==> config.mk <==
export PLATFORM = sky130hd
export DESIGN_NAME = store_commit_port_flat
export DESIGN_NICKNAME = d
export VERILOG_FILES = /design/src/rtl/store_commit_port_pkg.sv /design/src/rtl/store_commit_port_if.sv /design/src/rtl/store_commit_port_lane_align.sv /design/src/rtl/store_commit_port.sv /design/src/flat_wrapper.sv
export SDC_FILE = /design/constraint.sdc
export NUM_CORES = 1
export LEC_CHECK = 0
export CELL_PAD_IN_SITES_DETAIL_PLACEMENT = 2
export CELL_PAD_IN_SITES_GLOBAL_PLACEMENT = 2
export CORE_MARGIN = 3
export CORE_UTILIZATION = 43
export DETAILED_ROUTE_END_ITERATION = 6
export GPL_ROUTABILITY_DRIVEN = 0
export PLACE_DENSITY_LB_ADDON = 0.1
export SLEW_MARGIN = 20
export SYNTH_ARGS = -nofsm -noshare
export SYNTH_HDL_FRONTEND = slang
export SYNTH_HIERARCHICAL = 1
export SYNTH_SLANG_ARGS = --single-unit
==> constraint.sdc <==
create_clock -name clk -period 5 [get_ports clk]
set_input_delay 0.75 -clock clk [delete_from_list [all_inputs] [get_ports clk]]
set_output_delay 0.75 -clock clk [all_outputs]
set_load 0.03 [all_outputs]
==> src/rtl/store_commit_port_pkg.sv <==
// Shared definitions for the store commit port and its lane-alignment helper.
//   - store subtype encodings (match the ROB's SBOp/SHOp/SWOp)
//   - write-buffer entry layout (word address, lane-aligned data, byte enables)
//   - drain FSM state encoding
package store_commit_port_pkg;

  localparam logic [2:0] SB_OP = 3'b000;
  localparam logic [2:0] SH_OP = 3'b001;
  localparam logic [2:0] SW_OP = 3'b010;

  typedef struct packed {
    logic [29:0] addr;     // word address (byte address bits [31:2])
    logic [31:0] data;     // lane-aligned data, unused lanes zero
    logic [3:0]  byte_en;  // bit i covers data[8i+7:8i]
  } store_entry_t;

  typedef enum logic {
    DRAIN_IDLE,
    DRAIN_REQ
  } drain_state_t;

endpackage

==> src/rtl/store_commit_port_if.sv <==
// Signal bundle for the store commit port.
//   ROB side    : cacheWriteEnable/Addr/Data/Type in, cacheWriteDone/storeFault out
//   memory side : memReq/memAddr/memData/memByteEn out, memAck in
//   load side   : loadCheckAddr in, loadConflict/bufferEmpty out
// slave  : the store commit port itself
// master : the environment (ROB, memory and load path)
interface store_commit_port_if;

  logic        cacheWriteEnable;
  logic [31:0] cacheWriteAddr;
  logic [31:0] cacheWriteData;
  logic [2:0]  cacheWriteType;
  logic        cacheWriteDone;
  logic        storeFault;

  logic        memReq;
  logic [31:0] memAddr;
  logic [31:0] memData;
  logic [3:0]  memByteEn;
  logic        memAck;

  logic [31:0] loadCheckAddr;
  logic        loadConflict;
  logic        bufferEmpty;

  modport slave (
    input  cacheWriteEnable, cacheWriteAddr, cacheWriteData, cacheWriteType,
    output cacheWriteDone, storeFault,
    output memReq, memAddr, memData, memByteEn,
    input  memAck,
    input  loadCheckAddr,
    output loadConflict, bufferEmpty
  );

  modport master (
    output cacheWriteEnable, cacheWriteAddr, cacheWriteData, cacheWriteType,
    input  cacheWriteDone, storeFault,
    input  memReq, memAddr, memData, memByteEn,
    output memAck,
    output loadCheckAddr,
    input  loadConflict, bufferEmpty
  );

endinterface

==> src/rtl/store_commit_port_lane_align.sv <==
// store_lane_align: combinational sub-word alignment.
//   addr_lo      in  2   byte offset within the word
//   op           in  3   store subtype (SB/SH/SW)
//   data         in  32  right-justified store data
//   aligned_data out 32  data moved to its byte lanes, unused lanes zero
//   byte_en      out 4   lane enables
//   fault        out 1   misaligned address or unknown subtype
module store_lane_align
  import store_commit_port_pkg::*;
(
  input  logic [1:0]  addr_lo,
  input  logic [2:0]  op,
  input  logic [31:0] data,
  output logic [31:0] aligned_data,
  output logic [3:0]  byte_en,
  output logic        fault
);

  always_comb begin
    aligned_data = '0;
    byte_en      = '0;
    fault        = 1'b0;
    case (op)
      SB_OP: begin
        byte_en      = 4'b0001 << addr_lo;
        aligned_data = {24'h0, data[7:0]} << {addr_lo, 3'b000};
      end
      SH_OP: begin
        if (addr_lo[0]) begin
          fault = 1'b1;
        end else if (addr_lo[1]) begin
          byte_en      = 4'b1100;
          aligned_data = {data[15:0], 16'h0};
        end else begin
          byte_en      = 4'b0011;
          aligned_data = {16'h0, data[15:0]};
        end
      end
      SW_OP: begin
        if (addr_lo != 2'b00) begin
          fault = 1'b1;
        end else begin
          byte_en      = '1;
          aligned_data = data;
        end
      end
      default: fault = 1'b1;
    endcase
  end

endmodule

==> src/rtl/store_commit_port.sv <==
// store_commit_port: accepts committed stores from the ROB, aligns them,
// buffers them in a DEPTH-entry FIFO and drains them in order to memory.
//   clk, rst_n : clock, asynchronous active-low reset
//   bus        : store_commit_port_if.slave (ROB commit handshake, memory
//                write req/ack, load conflict check, buffer status)
module store_commit_port
  import store_commit_port_pkg::*;
#(
  parameter int unsigned DEPTH = 4
) (
  input  logic                 clk,
  input  logic                 rst_n,
  store_commit_port_if.slave   bus
);

  localparam int unsigned PTR_W = (DEPTH > 1) ? $clog2(DEPTH) : 1;
  localparam logic [PTR_W:0] CNT_ONE   = (PTR_W+1)'(1);
  localparam logic [PTR_W:0] CNT_DEPTH = (PTR_W+1)'(DEPTH);
  localparam logic [PTR_W-1:0] PTR_ONE = PTR_W'(1);

  store_entry_t entries [DEPTH];
  logic [PTR_W-1:0] head, tail;
  logic [PTR_W:0]   count, count_next;
  drain_state_t     state;
  logic             store_fault;

  logic [31:0] aligned_data;
  logic [3:0]  aligned_be;
  logic        align_fault;
  logic        accept, push, pop;

  store_lane_align u_align (
    .addr_lo      (bus.cacheWriteAddr[1:0]),
    .op           (bus.cacheWriteType),
    .data         (bus.cacheWriteData),
    .aligned_data (aligned_data),
    .byte_en      (aligned_be),
    .fault        (align_fault)
  );

  // Ready depends only on the registered count, never on a same-cycle pop.
  assign bus.cacheWriteDone = (count < CNT_DEPTH);
  assign bus.bufferEmpty    = (count == '0);
  assign bus.storeFault     = store_fault;

  assign accept = bus.cacheWriteEnable && bus.cacheWriteDone;
  assign push   = accept && !align_fault;
  assign pop    = (state == DRAIN_REQ) && bus.memAck;

  always_comb begin
    count_next = count;
    if (push && !pop)
      count_next = count + CNT_ONE;
    else if (pop && !push)
      count_next = count - CNT_ONE;
  end

  // Storage is only meaningful under count, so it carries no reset.
  always_ff @(posedge clk) begin
    if (push)
      entries[tail] <= '{addr: bus.cacheWriteAddr[31:2], data: aligned_data, byte_en: aligned_be};
  end

  always_ff @(posedge clk or negedge rst_n) begin
    if (!rst_n) begin
      state       <= DRAIN_IDLE;
      head        <= '0;
      tail        <= '0;
      count       <= '0;
      store_fault <= 1'b0;
    end else begin
      store_fault <= accept && align_fault;
      count       <= count_next;
      if (push)
        tail <= tail + PTR_ONE;
      if (pop)
        head <= head + PTR_ONE;
      case (state)
        DRAIN_IDLE: if (count_next != '0) state <= DRAIN_REQ;
        DRAIN_REQ:  if (pop && count_next == '0) state <= DRAIN_IDLE;
        default:    state <= DRAIN_IDLE;
      endcase
    end
  end

  // Payload is the head slot, forced to zero outside REQ so reset and idle
  // show a clean bus; head only moves on a pop, so it is stable until ack.
  assign bus.memReq    = (state == DRAIN_REQ);
  assign bus.memAddr   = bus.memReq ? {entries[head].addr, 2'b00} : '0;
  assign bus.memData   = bus.memReq ? entries[head].data : '0;
  assign bus.memByteEn = bus.memReq ? entries[head].byte_en : '0;

  // Slot i is live when its distance from head is below count.
  logic [PTR_W-1:0] offset;
  logic             conflict;
  always_comb begin
    conflict = 1'b0;
    offset   = '0;
    for (int unsigned i = 0; i < DEPTH; i++) begin
      offset = PTR_W'(i) - head;
      if ({1'b0, offset} < count && entries[i].addr == bus.loadCheckAddr[31:2])
        conflict = 1'b1;
    end
  end
  assign bus.loadConflict = conflict;

endmodule

==> src/flat_wrapper.sv <==
// flat-port wrapper written by rule: the top's interface ports become plain ports
module store_commit_port_flat import store_commit_port_pkg::*;
#(
  parameter int unsigned DEPTH = 4
)
  (clk, rst_n, bus_cacheWriteEnable, bus_cacheWriteAddr, bus_cacheWriteData, bus_cacheWriteType, bus_cacheWriteDone, bus_storeFault, bus_memReq, bus_memAddr, bus_memData, bus_memByteEn, bus_memAck, bus_loadCheckAddr, bus_loadConflict, bus_bufferEmpty);
  store_commit_port_if bus_i ();
  input  logic clk;
  input  logic rst_n;
  input wire logic [$bits(bus_i.cacheWriteEnable)-1:0] bus_cacheWriteEnable;
  input wire logic [$bits(bus_i.cacheWriteAddr)-1:0] bus_cacheWriteAddr;
  input wire logic [$bits(bus_i.cacheWriteData)-1:0] bus_cacheWriteData;
  input wire logic [$bits(bus_i.cacheWriteType)-1:0] bus_cacheWriteType;
  output wire logic [$bits(bus_i.cacheWriteDone)-1:0] bus_cacheWriteDone;
  output wire logic [$bits(bus_i.storeFault)-1:0] bus_storeFault;
  output wire logic [$bits(bus_i.memReq)-1:0] bus_memReq;
  output wire logic [$bits(bus_i.memAddr)-1:0] bus_memAddr;
  output wire logic [$bits(bus_i.memData)-1:0] bus_memData;
  output wire logic [$bits(bus_i.memByteEn)-1:0] bus_memByteEn;
  input wire logic [$bits(bus_i.memAck)-1:0] bus_memAck;
  input wire logic [$bits(bus_i.loadCheckAddr)-1:0] bus_loadCheckAddr;
  output wire logic [$bits(bus_i.loadConflict)-1:0] bus_loadConflict;
  output wire logic [$bits(bus_i.bufferEmpty)-1:0] bus_bufferEmpty;
  assign bus_i.cacheWriteEnable = bus_cacheWriteEnable;
  assign bus_i.cacheWriteAddr = bus_cacheWriteAddr;
  assign bus_i.cacheWriteData = bus_cacheWriteData;
  assign bus_i.cacheWriteType = bus_cacheWriteType;
  assign bus_cacheWriteDone = bus_i.cacheWriteDone;
  assign bus_storeFault = bus_i.storeFault;
  assign bus_memReq = bus_i.memReq;
  assign bus_memAddr = bus_i.memAddr;
  assign bus_memData = bus_i.memData;
  assign bus_memByteEn = bus_i.memByteEn;
  assign bus_i.memAck = bus_memAck;
  assign bus_i.loadCheckAddr = bus_loadCheckAddr;
  assign bus_loadConflict = bus_i.loadConflict;
  assign bus_bufferEmpty = bus_i.bufferEmpty;
  store_commit_port #(.DEPTH(DEPTH)) u_core (.clk(clk), .rst_n(rst_n), .bus(bus_i));
endmodule
# Yosys cells after proc, flatten, opt, wreduce, memory -nomap -nowiden

Memories as Yosys holds them, arrays and structs flattened.
Cells that the tools add are included.

Bits of input ports: 103
Memory bits (writable): 264
Word-level logic and storage cells: 72
Memories kept: 1
Output and inout port bits: 73
Register bits: 9

Bitwise operators: 1
Equal/unequal tests: 6
Shifts and indexed selects: 2
Mux-type cells: 25
Reduce and logical (&&, ||, !) cells: 19
$lt $le $gt $ge: 5
Add/subtract/negate cells: 8

Memories:

| memory         | depth | bits a word | rd ports | clocked after memory_dff | wr ports | line                    | RTL |
|---|---|---|---|---|---|---|---|
| u_core.entries | 4     | 66          | 5        | 0                        | 1        | store_commit_port.sv:21 | `store_entry_t entries [DEPTH];` |

Operators with widths:

| kind                | number |
|---|---|
| $mux 32             | 5 |
| $eq 30x30->1        | 4 |
| $pmux 32 s3         | 1 |
| $shl 8x5->32        | 1 |
| $mux 4              | 4 |
| $lt 2x3->1          | 4 |
| $pmux 4 s3          | 1 |
| $logic_and 1x1->1   | 11 |
| $mux 1              | 10 |
| $logic_not 3->1     | 3 |
| $mux 3              | 2 |
| $add 2x1->2 const B | 2 |
| $shl 1x2->4 const A | 1 |
| $sub 1x2->2 const A | 2 |
| $sub 2x2->2 const A | 2 |
| $add 3x1->3 const B | 1 |
| $eq 3x1->1 const B  | 1 |
| $eq 3x2->1 const B  | 1 |
| $logic_not 1->1     | 3 |
| $lt 3x3->1 const B  | 1 |
| $pmux 1 s3          | 1 |
| $reduce_bool 3->1   | 1 |
| $sub 3x1->3 const B | 1 |
| $pmux 1 s2          | 1 |
| other kinds (2)     | 2 |

# Depth between registers and ports, before layout

Gate-level depths: netlist (run 1).

Depth in word-level cells: 13
Gate-level depth with buffers: 10
Gate-level depth less buffers: 8

# Cells and area by module

Netlist (run 1), hierarchy kept.

By module, submodules not included:

| module            | times used | cells an instance | area each (sq um) | sequential area each (sq um) |
|---|---|---|---|---|
| store_commit_port | 1          | 657               | 11946.5           | 8152.8 |
| store_lane_align  | 1          | 64                | 519.2             | 0.0 |

# Worst setup path after synthesis (run 1)

No wires, ideal clock.

Kind: input -> register
Start: input bus_cacheWriteType[0]
End: memory u_core/entries[0][0] (netlist bit), enable pin
Setup time: 431 ps
Setup slack: 1259 ps
Data required time: 4569 ps
Stages on the path: 7
Buffers on the path: 3
Arrival: 3309 ps
Cells stage by stage: buf_2 clkbuf_1 o22ai_1 nand2b_1 nor3b_2 buf_6 and2_1

Word-level cells in the longest chain between the ends: 6
Elaborated cells between the ends (all ways): 8
Classes of those cells: 2 x eq/ne; 3 x mux; 3 x reduce/logical

RTL lines:

| item                               | line                               | RTL |
|---|---|---|
| start, declared                    | flat_wrapper.sv:13                 | `input wire logic [$bits(bus_i.cacheWriteType)-1:0] bus_cacheWriteType;` |
| $eq 3x2->1 (tied with other cells) | store_commit_port_lane_align.sv:23 | `case (op)` |
| $pmux 1 s3 (*)                     | store_commit_port_lane_align.sv:23 |  |
| named net u_core.align_fault       | store_commit_port.sv:29            | `logic align_fault;` |
| $logic_not 1->1 (*)                | store_commit_port.sv:47            | `assign push = accept && !align_fault;` |
| $logic_and 1x1->1 (*)              | store_commit_port.sv:47            |  |
| $mux 1 (*)                         | store_commit_port.sv:60            | `if (push)` |
| $mux 1 (not written as such) (*)   | store_commit_port.sv:61            | `entries[tail] <= '{addr: bus.cacheWriteAddr[31:2], data: aligned_data, byte_en: aligned_be};` |
| end, declared                      | store_commit_port.sv:21            |  |

Mark *: on every way through the listed nets, which the timed path passes. The rest lies on a longest branch.

# Final worst setup path (run 1)

Start: register u_core.head[1]
End: output bus_loadConflict

Word-level cells in the longest chain between the ends: 7
Elaborated cells between the ends (all ways): 16
Classes of those cells: 4 x add/sub; 4 x order compare; 4 x mux; 4 x reduce/logical

RTL lines:

| item                   | line                     | RTL |
|---|---|---|
| start, declared        | store_commit_port.sv:22  | `logic [PTR_W-1:0] head, tail;` |
| start signal, assigned | store_commit_port.sv:77  | `head <= head + PTR_ONE;` |
| $sub 1x2->2            | store_commit_port.sv:100 | `offset = PTR_W'(i) - head;` |
| $lt 2x3->1             | store_commit_port.sv:101 | `if ({1'b0, offset} < count && entries[i].addr == bus.loadCheckAddr[31:2])` |
| $logic_and 1x1->1      | store_commit_port.sv:101 |  |
| $mux 1 (3 in series)   | store_commit_port.sv:101 |  |
| $mux 1 (*)             | store_commit_port.sv:101 |  |
| end, declared          | flat_wrapper.sv:22       | `output wire logic [$bits(bus_i.loadConflict)-1:0] bus_loadConflict;` |

Every way passes the cells marked *; elsewhere a longest branch is shown, timed or not.

==> flow_metrics.env, run 1 <==
export IMPL_dp_hpwl_um=26750
export IMPL_end_kind="output port"
export IMPL_synth_edf_count=264
export IMPL_die_y_um=176.3
export IMPL_synth_cell_types=46
export IMPL_cp_required_ps=4250
export IMPL_grt_overflow_total=0
export IMPL_p_per_area_nw_per_um2=533.1
export IMPL_syn_inst=721
export IMPL_numCtsBuffers=30
export IMPL_max_freq_mhz=215.4
export IMPL_cts_setup_buffers=0
export IMPL_wl_per_cell_um=29.78
export IMPL_p_comb_share_pct=41.5
export IMPL_synth_flop_cell="edfxtp_1"
export IMPL_ant_nets=0
export IMPL_core_area_um2=28160
export IMPL_synth_top_area_share_pct=63.60
export IMPL_grt_pass1_wl_um=58150
export IMPL_status="finished, final reports clean"
export IMPL_tritoncts="yes"
export IMPL_drt_first_pass_iters=5
export IMPL_cts_root_buf="clkbuf_16"
export IMPL_intPower_w=0.005377
export IMPL_async_reset_ff_share_pct=3.297
export IMPL_pwr_share_seq_pct=32.7
export IMPL_slew_viol_final=0
export IMPL_antenna_found_initial=5
export IMPL_ys_seq_area_share_pct=65.40
export IMPL_grt_util_all_layers_pct=25.36
export IMPL_viasPerCell=5.738
export IMPL_avgSynthCellArea_um2=17.29
export IMPL_ctsHtreeMaxLevel=1
export IMPL_maxCapViolations=0
export IMPL_clk_latency_ps=560
export IMPL_setup_viol=0
export IMPL_multiInputGateArea_um2=4104
export IMPL_num_vias=7477
export IMPL_p_switching_w=0.002929
export IMPL_finalCriticalPeriod_ps=4643
export IMPL_max_slew_margin_pct=31.16
export IMPL_vdd_drop_max_mv=0.3887
export IMPL_drt_iter0_drc=724
export IMPL_clkPwrFrac_pct=25.8
export IMPL_n_fill_cell=2427
export IMPL_cts_sinks=273
export IMPL_cp_arrival_ps=3890
export IMPL_grt_pass1_vias=8570
export IMPL_rsz0062_at_grt="no"
export IMPL_dieArea_um2=31070
export IMPL_drive_above_1_share_pct=15.28
export IMPL_setup_tns_ps=0
export IMPL_crit_start="u_core/head[1]$_DFFE_PN0P_"
export IMPL_syn_area_um2=12470
export IMPL_criticalPathCategory="reg -> out"
export IMPL_cts_repair_resized=0
export IMPL_hold_class="in -> async"
export IMPL_yosysTopAreaCell="edfxtp_1"
export IMPL_final_setup_skew_ps=12.05
export IMPL_finalNetCount=1013
export IMPL_worst_pin_slew_ps=1024
export IMPL_postCtsHoldBufs=0
export IMPL_hold_violations=0
export IMPL_reg2reg_from="u_core/bus.memReq$_DFF_PN0_"
export IMPL_p_leak_nw=5.147
export IMPL_yosysMostFrequentCell="edfxtp_1"
export IMPL_clk_path_buf_depth=3
export IMPL_area_growth_pct=24.98
export IMPL_synth_top_cells_by_count="edfxtp_1 (264), and2_1 (78), mux4_2 (66), xor2_1 (66), xnor2_1 (62)"
export IMPL_start_util_pct=44.26
export IMPL_worstPathMaxFanout=22
export IMPL_portBuffers=171
export IMPL_finalCritPeriodShare_pct=92.86
export IMPL_placementRows=61
export IMPL_crit_path_start_kind="flip-flop"
export IMPL_ios=176
export IMPL_synth_warning_count=6
export IMPL_synth_area_leaders="edfxtp_1 (64%), mux4_2 (12%), xor2_1 (4.6%)"
export IMPL_switching_share_pct=35.26
export IMPL_grt_max_degree=53
export IMPL_layout_area_seq_um2=8159
export IMPL_routed_wl_um=38810
export IMPL_drc=0
export IMPL_finalPower_w=0.008306
export IMPL_die_x_um=176.3
export IMPL_clkTransAtPathRegs_ps=60
export IMPL_ys_seq_elements=273
[cell families after synthesis]
logic type	count (synthesis)	share of synthesized area (%)
DFF	273	65.40
adders and majority gates	12	1.184
AOI/OAI and AO/OA	43	2.861
xor gates and xnor gates	128	8.993
other	1	0.03008
buffers and inverters	48	1.746
muxes	66	11.92
and+or+nand+nor	150	7.859
[cells in the final DEF, fill, tap and decap left out, types with 2 or more instances in the layout]
cell	netlist	routed
dfrtp_2	0	2
o21a_1	2	2
mux4_2	66	66
clkinv_1	0	2
ha_1	11	11
buf_4	2	8
inv_1	10	10
xnor2_1	62	62
clkinv_2	0	7
and2_2	1	5
and2_1	78	74
a2111o_1	2	2
nor2_2	2	2
buf_12	0	4
a22o_1	17	17
nand4_1	19	19
clkbuf_8	0	2
and3_1	9	9
nand2b_1	2	2
xor2_1	66	66
diode_2	0	2
nand2_1	6	6
edfxtp_1	264	264
clkinvlp_4	0	2
bufinv_16	0	2
or2_2	2	2
or4_1	3	3
nor2_1	3	3
dfrtp_1	9	6
a21oi_1	6	6
clkdlybuf4s50_1	0	171
clkbuf_1	20	10
a221o_1	8	8
conb_1	1	2
a2111oi_0	4	4
nor4_1	14	14
clkbuf_16	0	30
[worst paths after layout]
check / to / slack (ps) / cells past startpoint
setup / recovery: bus_loadConflict / 360 / 8
hold / removal: u_core/count[1]$_DFF_PN0_ / 500 / 1
setup reg to reg: u_core/bus.memReq$_DFF_PN0_ / 2250 / 6
hold reg to reg: u_core/count[2]$_DFF_PN0_ / 650 / 1
max in group asynchronous: u_core/head[0]$_DFFE_PN0P_ / 4140 / 1
min in group clk: u_core/count[2]$_DFF_PN0_ / 650 / 1
[sequential cells by signal, indices dropped and copies added, names as in the netlist]
signal	count
u_core/tail	2
u_core/bus.memReq	1
u_core/count	3
u_core/entries	264
u_core/head	2
u_core/bus.storeFault	1
[critical path, cell delays in order, from the launching register on]
cell,delay (ps)
dfrtp_2,470
buf_4,370
inv_1,90
ha_1,210
a2111oi_0,620
nand4_1,190
or4_1,480
nand4_1,180
clkdlybuf4s50_1,710
[power by group through the flow]
stage	Sequential (W)	Combinational (W)	Clock [W]
after global routing	0.00274	0.00364	0.00229
final	0.00272	0.00344	0.00214
after floorplan	0.00272	0.00211	0
after detailed placement	0.00277	0.00343	0
after global placement	0.00275	0.00336	0
after CTS	0.00272	0.00349	0.00219
[stage by stage]
step | area, µm² | worst slack [ps] | utilization, % | hold WS, ps | std cells
6_report | 15580 | 356.8 | 55.32 | 501.7 | 1303
2_1_floorplan | 12470 | 1260 | - | 454.4 | 722
3_3_place_gp | 14630 | 662.6 | 51.93 | 601.6 | 1245
5_1_grt | 15580 | 195.4 | 55.32 | 510.4 | 1303
4_1_cts | 15570 | 344.2 | 55.30 | 505.6 | 1301
3_5_place_dp | 14630 | 590.1 | 51.93 | 637.0 | 1245
[final cells by class]
type	instances	share of cell area, %
sequential	273	52.37
multi-input combinational	401	26.34
timing repair buffer	183	11.89
clock buffer	42	5.236
tap	378	3.036
clock inverter	14	0.8593
inverter	10	0.2409
antenna	2	0.03212
[metal layers]
metal / share of wire (%) / GRT usage, % / vias to the layer above
met5: 0.10 / 0 / -
met4: 3.4 / 8.149 / 6
met3: 6.1 / 5.118 / 85
met2: 51 / 43.96 / 291
met1: 40 / 32.08 / 3932
li1: - / - / 3163
(Power assumes the default switching activity.)
==> run 2, diff against run 1 <==
- HOLD_SLACK_MARGIN: not set -> 0.02
==> results of run 2 <==
Same layout as run 1: the final DEF is identical, and so are final timing and power.
==> run 3, diff against run 2 <==
- CTS_CLUSTER_SIZE: not set -> 30
==> results of run 3 <==
Same layout as run 1: the final DEF is identical, and so are final timing and power.
